[config.mk]
export PLATFORM = sky130hd
export DESIGN_NAME = sd_pixel_pack
export DESIGN_NICKNAME = d
export VERILOG_FILES = /design/src/rtl/sd_pixel_pack.sv
export SDC_FILE = /design/constraint.sdc
export NUM_CORES = 1
export LEC_CHECK = 0
export BUFFER_PORTS_ARGS = -buffer_cell sky130_fd_sc_hd__buf_2
export CELL_PAD_IN_SITES_DETAIL_PLACEMENT = 0
export CELL_PAD_IN_SITES_GLOBAL_PLACEMENT = 1
export CORE_MARGIN = 8
export CORE_UTILIZATION = 40
export DETAILED_ROUTE_END_ITERATION = 6
export HOLD_SLACK_MARGIN = 0.05
export PLACE_DENSITY = 0.66
export SETUP_SLACK_MARGIN = 0.5
export SLEW_MARGIN = 20
export SYNTH_ARGS = -nofsm -noshare
export SYNTH_HDL_FRONTEND = slang
export SYNTH_SLANG_ARGS = --single-unit
[constraint.sdc]
create_clock -name SD_clk -period 4.1 [get_ports SD_clk]
set_clock_uncertainty 0.1 [all_clocks]
set_input_delay 0.205 -clock SD_clk [delete_from_list [all_inputs] [get_ports SD_clk]]
set_output_delay 0.205 -clock SD_clk [all_outputs]
set_load 0.03 [all_outputs]
[src/rtl/sd_pixel_pack.sv]
// sd_pixel_pack: packs the SD reader byte stream into RGB565 words, buffers them in a
// first-word fall-through FIFO and hands them to the SDRAM writer over valid/ready.
// Tracks pixels per frame, pulses frame_done_o on the last pop, and keeps sticky
// overflow/misalignment flags.
// Optional build macro PACK_CHECKSUM_EN adds checksum_o, a running 16-bit sum of the
// words popped in the current frame.
module sd_pixel_pack #(
   parameter int unsigned FRAME_WORDS = 786432,
   parameter int unsigned FIFO_AW     = 4,
   parameter bit          HI_FIRST    = 1'b1
) (
   input  logic        SD_clk,
   input  logic        rst,
   input  logic        frame_start_i,
   input  logic [7:0]  byte_i,
   input  logic        byte_valid_i,
   input  logic        block_start_i,
   output logic [15:0] wr_data_o,
   output logic        wr_valid_o,
   input  logic        wr_ready_i,
   output logic        busy_o,
   output logic        frame_done_o,
   output logic        overflow_o,
   output logic        misalign_o
`ifdef PACK_CHECKSUM_EN
   ,
   output logic [15:0] checksum_o
`endif
);

   localparam int unsigned      Depth      = 2 ** FIFO_AW;
   localparam logic [FIFO_AW:0] DepthCnt   = (FIFO_AW + 1)'(Depth);
   localparam logic [19:0]      FrameWords = 20'(FRAME_WORDS);

   typedef enum logic [1:0] {StIdle, StRun, StDone} state_e;

   state_e               state_q, state_d;
   logic [15:0]          mem_q [Depth];
   logic [FIFO_AW-1:0]   wr_ptr_q, wr_ptr_d;
   logic [FIFO_AW-1:0]   rd_ptr_q, rd_ptr_d;
   logic [FIFO_AW:0]     count_q, count_d;
   logic [19:0]          in_cnt_q, in_cnt_d;
   logic [19:0]          out_cnt_q, out_cnt_d;
   logic                 phase_q, phase_d;
   logic [7:0]           hold_q, hold_d;
   logic                 frame_done_q, frame_done_d;
   logic                 overflow_q, overflow_d;
   logic                 misalign_q, misalign_d;
`ifdef PACK_CHECKSUM_EN
   logic [15:0]          sum_q, sum_d;
`endif

   logic                 pop;
   logic                 push;
   logic                 push_ok;
   logic                 phase_eff;
   logic [15:0]          push_word;

   assign wr_valid_o   = (count_q != '0);
   // Empty FIFO presents zero so the bus is quiet after reset and flushes.
   assign wr_data_o    = wr_valid_o ? mem_q[rd_ptr_q] : 16'h0000;
   assign busy_o       = (state_q == StRun);
   assign frame_done_o = frame_done_q;
   assign overflow_o   = overflow_q;
   assign misalign_o   = misalign_q;
`ifdef PACK_CHECKSUM_EN
   assign checksum_o   = sum_q;
`endif

   // Next-state logic: frame control, byte packing, FIFO pointers and frame accounting.
   always_comb begin
      state_d      = state_q;
      wr_ptr_d     = wr_ptr_q;
      rd_ptr_d     = rd_ptr_q;
      count_d      = count_q;
      in_cnt_d     = in_cnt_q;
      out_cnt_d    = out_cnt_q;
      phase_d      = phase_q;
      hold_d       = hold_q;
      frame_done_d = 1'b0;
      overflow_d   = overflow_q;
      misalign_d   = misalign_q;
`ifdef PACK_CHECKSUM_EN
      sum_d        = sum_q;
`endif
      pop          = wr_valid_o && wr_ready_i;
      push         = 1'b0;
      push_ok      = 1'b0;
      phase_eff    = phase_q;
      push_word    = 16'h0000;

      if (frame_start_i) begin
         // New frame from any state: flush everything, bytes this cycle are ignored.
         state_d    = StRun;
         wr_ptr_d   = '0;
         rd_ptr_d   = '0;
         count_d    = '0;
         in_cnt_d   = '0;
         out_cnt_d  = '0;
         phase_d    = 1'b0;
         overflow_d = 1'b0;
         misalign_d = 1'b0;
`ifdef PACK_CHECKSUM_EN
         sum_d      = 16'h0000;
`endif
      end else begin
         if (state_q == StRun) begin
            // A block boundary with half a pixel pending drops the orphaned byte.
            if (block_start_i && phase_q) begin
               misalign_d = 1'b1;
               phase_eff  = 1'b0;
               phase_d    = 1'b0;
            end
            if (byte_valid_i && (in_cnt_q != FrameWords)) begin
               if (!phase_eff) begin
                  hold_d  = byte_i;
                  phase_d = 1'b1;
               end else begin
                  push      = 1'b1;
                  push_word = HI_FIRST ? {hold_q, byte_i} : {byte_i, hold_q};
                  phase_d   = 1'b0;
                  in_cnt_d  = in_cnt_q + 20'd1;
               end
            end
         end

         // A full FIFO still accepts a word when a pop frees a slot on the same edge.
         push_ok = push && ((count_q != DepthCnt) || pop);
         if (push && !push_ok) begin
            overflow_d = 1'b1;
         end
         if (push_ok) begin
            wr_ptr_d = wr_ptr_q + 1'b1;
         end

         if (pop) begin
            rd_ptr_d  = rd_ptr_q + 1'b1;
            out_cnt_d = out_cnt_q + 20'd1;
`ifdef PACK_CHECKSUM_EN
            sum_d     = sum_q + wr_data_o;
`endif
            if ((state_q == StRun) && ((out_cnt_q + 20'd1) == FrameWords)) begin
               state_d      = StDone;
               frame_done_d = 1'b1;
            end
         end

         count_d = count_q + {{FIFO_AW{1'b0}}, push_ok} - {{FIFO_AW{1'b0}}, pop};
      end
   end

   // State and control registers with synchronous reset.
   always_ff @(posedge SD_clk) begin
      if (rst) begin
         state_q      <= StIdle;
         wr_ptr_q     <= '0;
         rd_ptr_q     <= '0;
         count_q      <= '0;
         in_cnt_q     <= '0;
         out_cnt_q    <= '0;
         phase_q      <= 1'b0;
         hold_q       <= 8'h00;
         frame_done_q <= 1'b0;
         overflow_q   <= 1'b0;
         misalign_q   <= 1'b0;
`ifdef PACK_CHECKSUM_EN
         sum_q        <= 16'h0000;
`endif
      end else begin
         state_q      <= state_d;
         wr_ptr_q     <= wr_ptr_d;
         rd_ptr_q     <= rd_ptr_d;
         count_q      <= count_d;
         in_cnt_q     <= in_cnt_d;
         out_cnt_q    <= out_cnt_d;
         phase_q      <= phase_d;
         hold_q       <= hold_d;
         frame_done_q <= frame_done_d;
         overflow_q   <= overflow_d;
         misalign_q   <= misalign_d;
`ifdef PACK_CHECKSUM_EN
         sum_q        <= sum_d;
`endif
      end
   end

   // FIFO storage; contents need no reset because count_q gates visibility.
   always_ff @(posedge SD_clk) begin
      if (push_ok) begin
         mem_q[wr_ptr_q] <= push_word;
      end
   end

endmodule

==> impl_results.md <==
* Fin area at 15700 sq um
* Post-synthesis sequential area ratio at 0.678
* Synthesized area per cell at 16.2 sq um
* CP Launch Type: flop
* Vias in the first global route at 7323
* Ant. Diodes at 0
* End of the worst hold path: overflow_o
* Reg-to-reg endpoint: count_q[4]
* Top FF cell, synth: edfxtp_1
* Cells after Synth at 829
* R2r setup slk at 780 ps
* Row cnt at 67
* Worst R2R Path Depth at 15
* Status: finished clean
* RSZ-0062 raised after global routing: false
* Fin. Hold Viols at 0
* CTS tree: built
* 1st-iter DRT viols at 505
* CORE AREA at 33300 sq um
* Number of synthesized flops with an enable pin at 256
* DRC at 0
* DRT Pass-1 Iters at 5
* Pwr/cell area at 514 nW/um^2
* Critical path's slowest cell: fa_1
* Full die area at 39700 sq um
* Synth Cell Area at 13400 sq um
* Congestion Overflow GR at 0
* Worst skew pair latency at 510 ps
* # nets final at 940
* CTS sink count at 327
* Max_slew headroom at 0.253
* Setup TNS at 0 ps
* Largest net degree at the start of global routing at 45
* Tmin final at 3320 ps
* Leak at 4.92 nW
* Post-synthesis mux area share at 0.144
* Worst EP arrival at 3660 ps
* Post-Place Cell Area at 14400 sq um
* Maximum VDD drop at 0.318 mV
* Max Transition Viols Final at 0
* Slew @ Worst Pin at 1120 ps
* Xor/xnor share of the synthesized area at 0.0319
* I/O Pins at 35
* CP endpoint kind: flop
* Fin crit share at 0.809
* IO buf count at 34
* Power, Total at 8.10 mW
* Worst-path cell chain: nor4b_1 -> nand2_1 -> o31ai_2 -> inv_1 -> ha_1 -> and3_1 -> inv_1 -> ha_1 -> inv_1 -> ha_1 -> fa_1 -> a21oi_1 -> nor2_1 -> or3_1 -> a21oi_1
* Final worst setup slack at 781 ps
* Vias at 7168
* Largest family of logic cells by synthesized area: multiplexers
* Largest fanout on the critical path at 7
* Postcts setup bufs at 0
* Post-DP HPWL at 17100 um
* Synth Area in Compound Gates at 0.0150
* Fillers at 2881
* Total CTS buffers at 36
* Fin cells at 1385
* Final setup violating endpoints at 0
* Fmax at 301 MHz
* Cell count after placement at 1300
* Post-Synth Simple-Gate Area at 0.0964
* Worst flop-to-flop path startpoint: in_cnt_q[3]
* Synth Area in Adders at 0.0155
* Synth Register Bits at 327
* First-pass GRT wire length at 43700 um
* Initial Utilization at 0.404
* Initial antenna violation count at 0
* Layout cells sized above 1 at 0.243
* Final wirelength at 28100 um
* H-Tree Level Count at 2
* Core Util, Final at 0.473
* Place WS at 697 ps
* Worst Hold Class: in -> reg
* Synth-to-Final Area Change at 17.2%
* Reg clk slew, reported paths at 60 ps
* Via density at 5.18
* Root Buffer: clkbuf_16
* FFs w/ async S/R, synth at 0
* Hold Startpoint: wr_ready_i
* Syn Nets at 859
* CTS Buffer Depth at 3
* Overall global routing resource usage at 0.145
* WHS at 148 ps
* Ys Warns at 0
* WS Path Type: reg -> reg
* Max-cap violations at 0
* Crit-path max cell delay at 410 ps
* Worst Hold Depth at 5
* Final ANT Viol Nets at 0
* Synth unique cells at 52
* DR WL/cell at 20.3 um
* Routability Congestion at 0.732
* Worst Path Required at 4440 ps
* Die Span Y at 199 um
* Die width at 199 um
[worst max-delay path: cells and delay by family, from the launching register on]
| family | cells | cell delay, ps |
|---|---|---|
| flops | 1 | 360 |
| fa+ha+maj | 4 | 960 |
| simple gates | 5 | 1030 |
| buf+inv | 3 | 280 |
| compound gates | 3 | 550 |
[cells by family after synthesis]
family / Yosys count
AOI/OAI and AO/OA: 33
xor gates and xnor gates: 49
adders and majority gates: 16
buffers and inverters: 65
DFF: 327
muxes: 93
and+or+nand+nor: 246
[worst max-delay path by stage]
stage	start	slack (ps)	end	cells past startpoint
3_3_place_gp	in_cnt_q[0]	720	count_q[4]	17
5_1_grt	in_cnt_q[3]	510	count_q[4]	15
4_1_cts	in_cnt_q[0]	680	count_q[4]	17
2_1_floorplan	in_cnt_q[0]	540	count_q[4]	19
6_report	in_cnt_q[3]	780	count_q[4]	15
3_5_place_dp	in_cnt_q[0]	700	count_q[4]	17
[cell usage in the layout, fill, tap and decap left out, types with 11 or more instances in the layout]
master,synthesis,layout
a21oi_1,11,11
and2_1,34,34
buf_2,11,34
buf_4,0,27
clkbuf_16,0,36
dfxtp_1,71,69
dlygate4sd3_1,0,20
edfxtp_1,256,256
ha_1,15,15
inv_1,23,23
mux2i_1,12,12
mux4_2,80,80
nand2_1,34,34
nand3_1,12,12
nand4_1,12,12
nor2_1,83,71
nor2_2,0,12
nor3_1,18,14
nor4_1,13,13
xnor2_1,37,37
xor2_1,12,12
[final cells by class]
| cell class | count | area, sq um | share of cell area |
|---|---|---|---|
| Tap cell | 448 | 561 | 0.0356 |
| Inverter | 23 | 86.3 | 0.00548 |
| Clock buffer | 44 | 931 | 0.0591 |
| Timing Repair Buffer | 85 | 653 | 0.0415 |
| Clock inverter | 21 | 245 | 0.0156 |
| Sequential cell | 327 | 9110 | 0.579 |
| Multi-Input combinational cell | 437 | 4160 | 0.264 |
[power breakdown]
part / internal (mW) / leakage (nW) / switching [mW] / total [mW]
clock: 1.94 / 0.575 / 1.25 / 3.19
combinational: 0.495 / 1.47 / 0.800 / 1.29
sequential: 3.55 / 2.88 / 0.0588 / 3.61
total: 5.99 / 4.92 / 2.11 / 8.10
[synth_stat cells, types with 13 or more instances]
library cell | number | share of area
mux4_2 | 80 | 0.13
nor4_1 | 13 | 0.0061
dfxtp_1 | 71 | 0.11
clkbuf_1 | 26 | 0.0073
nor3_1 | 18 | 0.0067
and2_1 | 34 | 0.016
inv_1 | 23 | 0.0064
ha_1 | 15 | 0.014
nor2_1 | 83 | 0.023
edfxtp_1 | 256 | 0.57
xnor2_1 | 37 | 0.024
nand2_1 | 34 | 0.0095
[registers in the layout, indices dropped and copies added, names as in the netlist, named ones only]
signal,count
overflow_o,1
count_q,5
frame_done_o,1
hold_q,8
in_cnt_q,20
rd_ptr_q,4
out_cnt_q,20
phase_q,1
mem_q,256
wr_ptr_q,4
misalign_o,1
state_q,2
[metal layers]
metal	up-vias	track usage	share of wire
met2	162	0.234	0.47
met5	-	0	0
li1	3349	-	-
met3	42	0.0259	0.058
met4	0	0.0398	0.019
met1	3615	0.200	0.45
[repair_timing]
| item | 4_1_cts | 5_1_grt |
|---|---|---|
| endpoints found under the hold margin | 11 | 0 |
| hold buffers | 20 | 0 |
| gates resized for setup | 0 | 1 |
| endpoints found under the setup margin | 0 | 1 |
No activity file was read; power rests on OpenSTA's default activity.
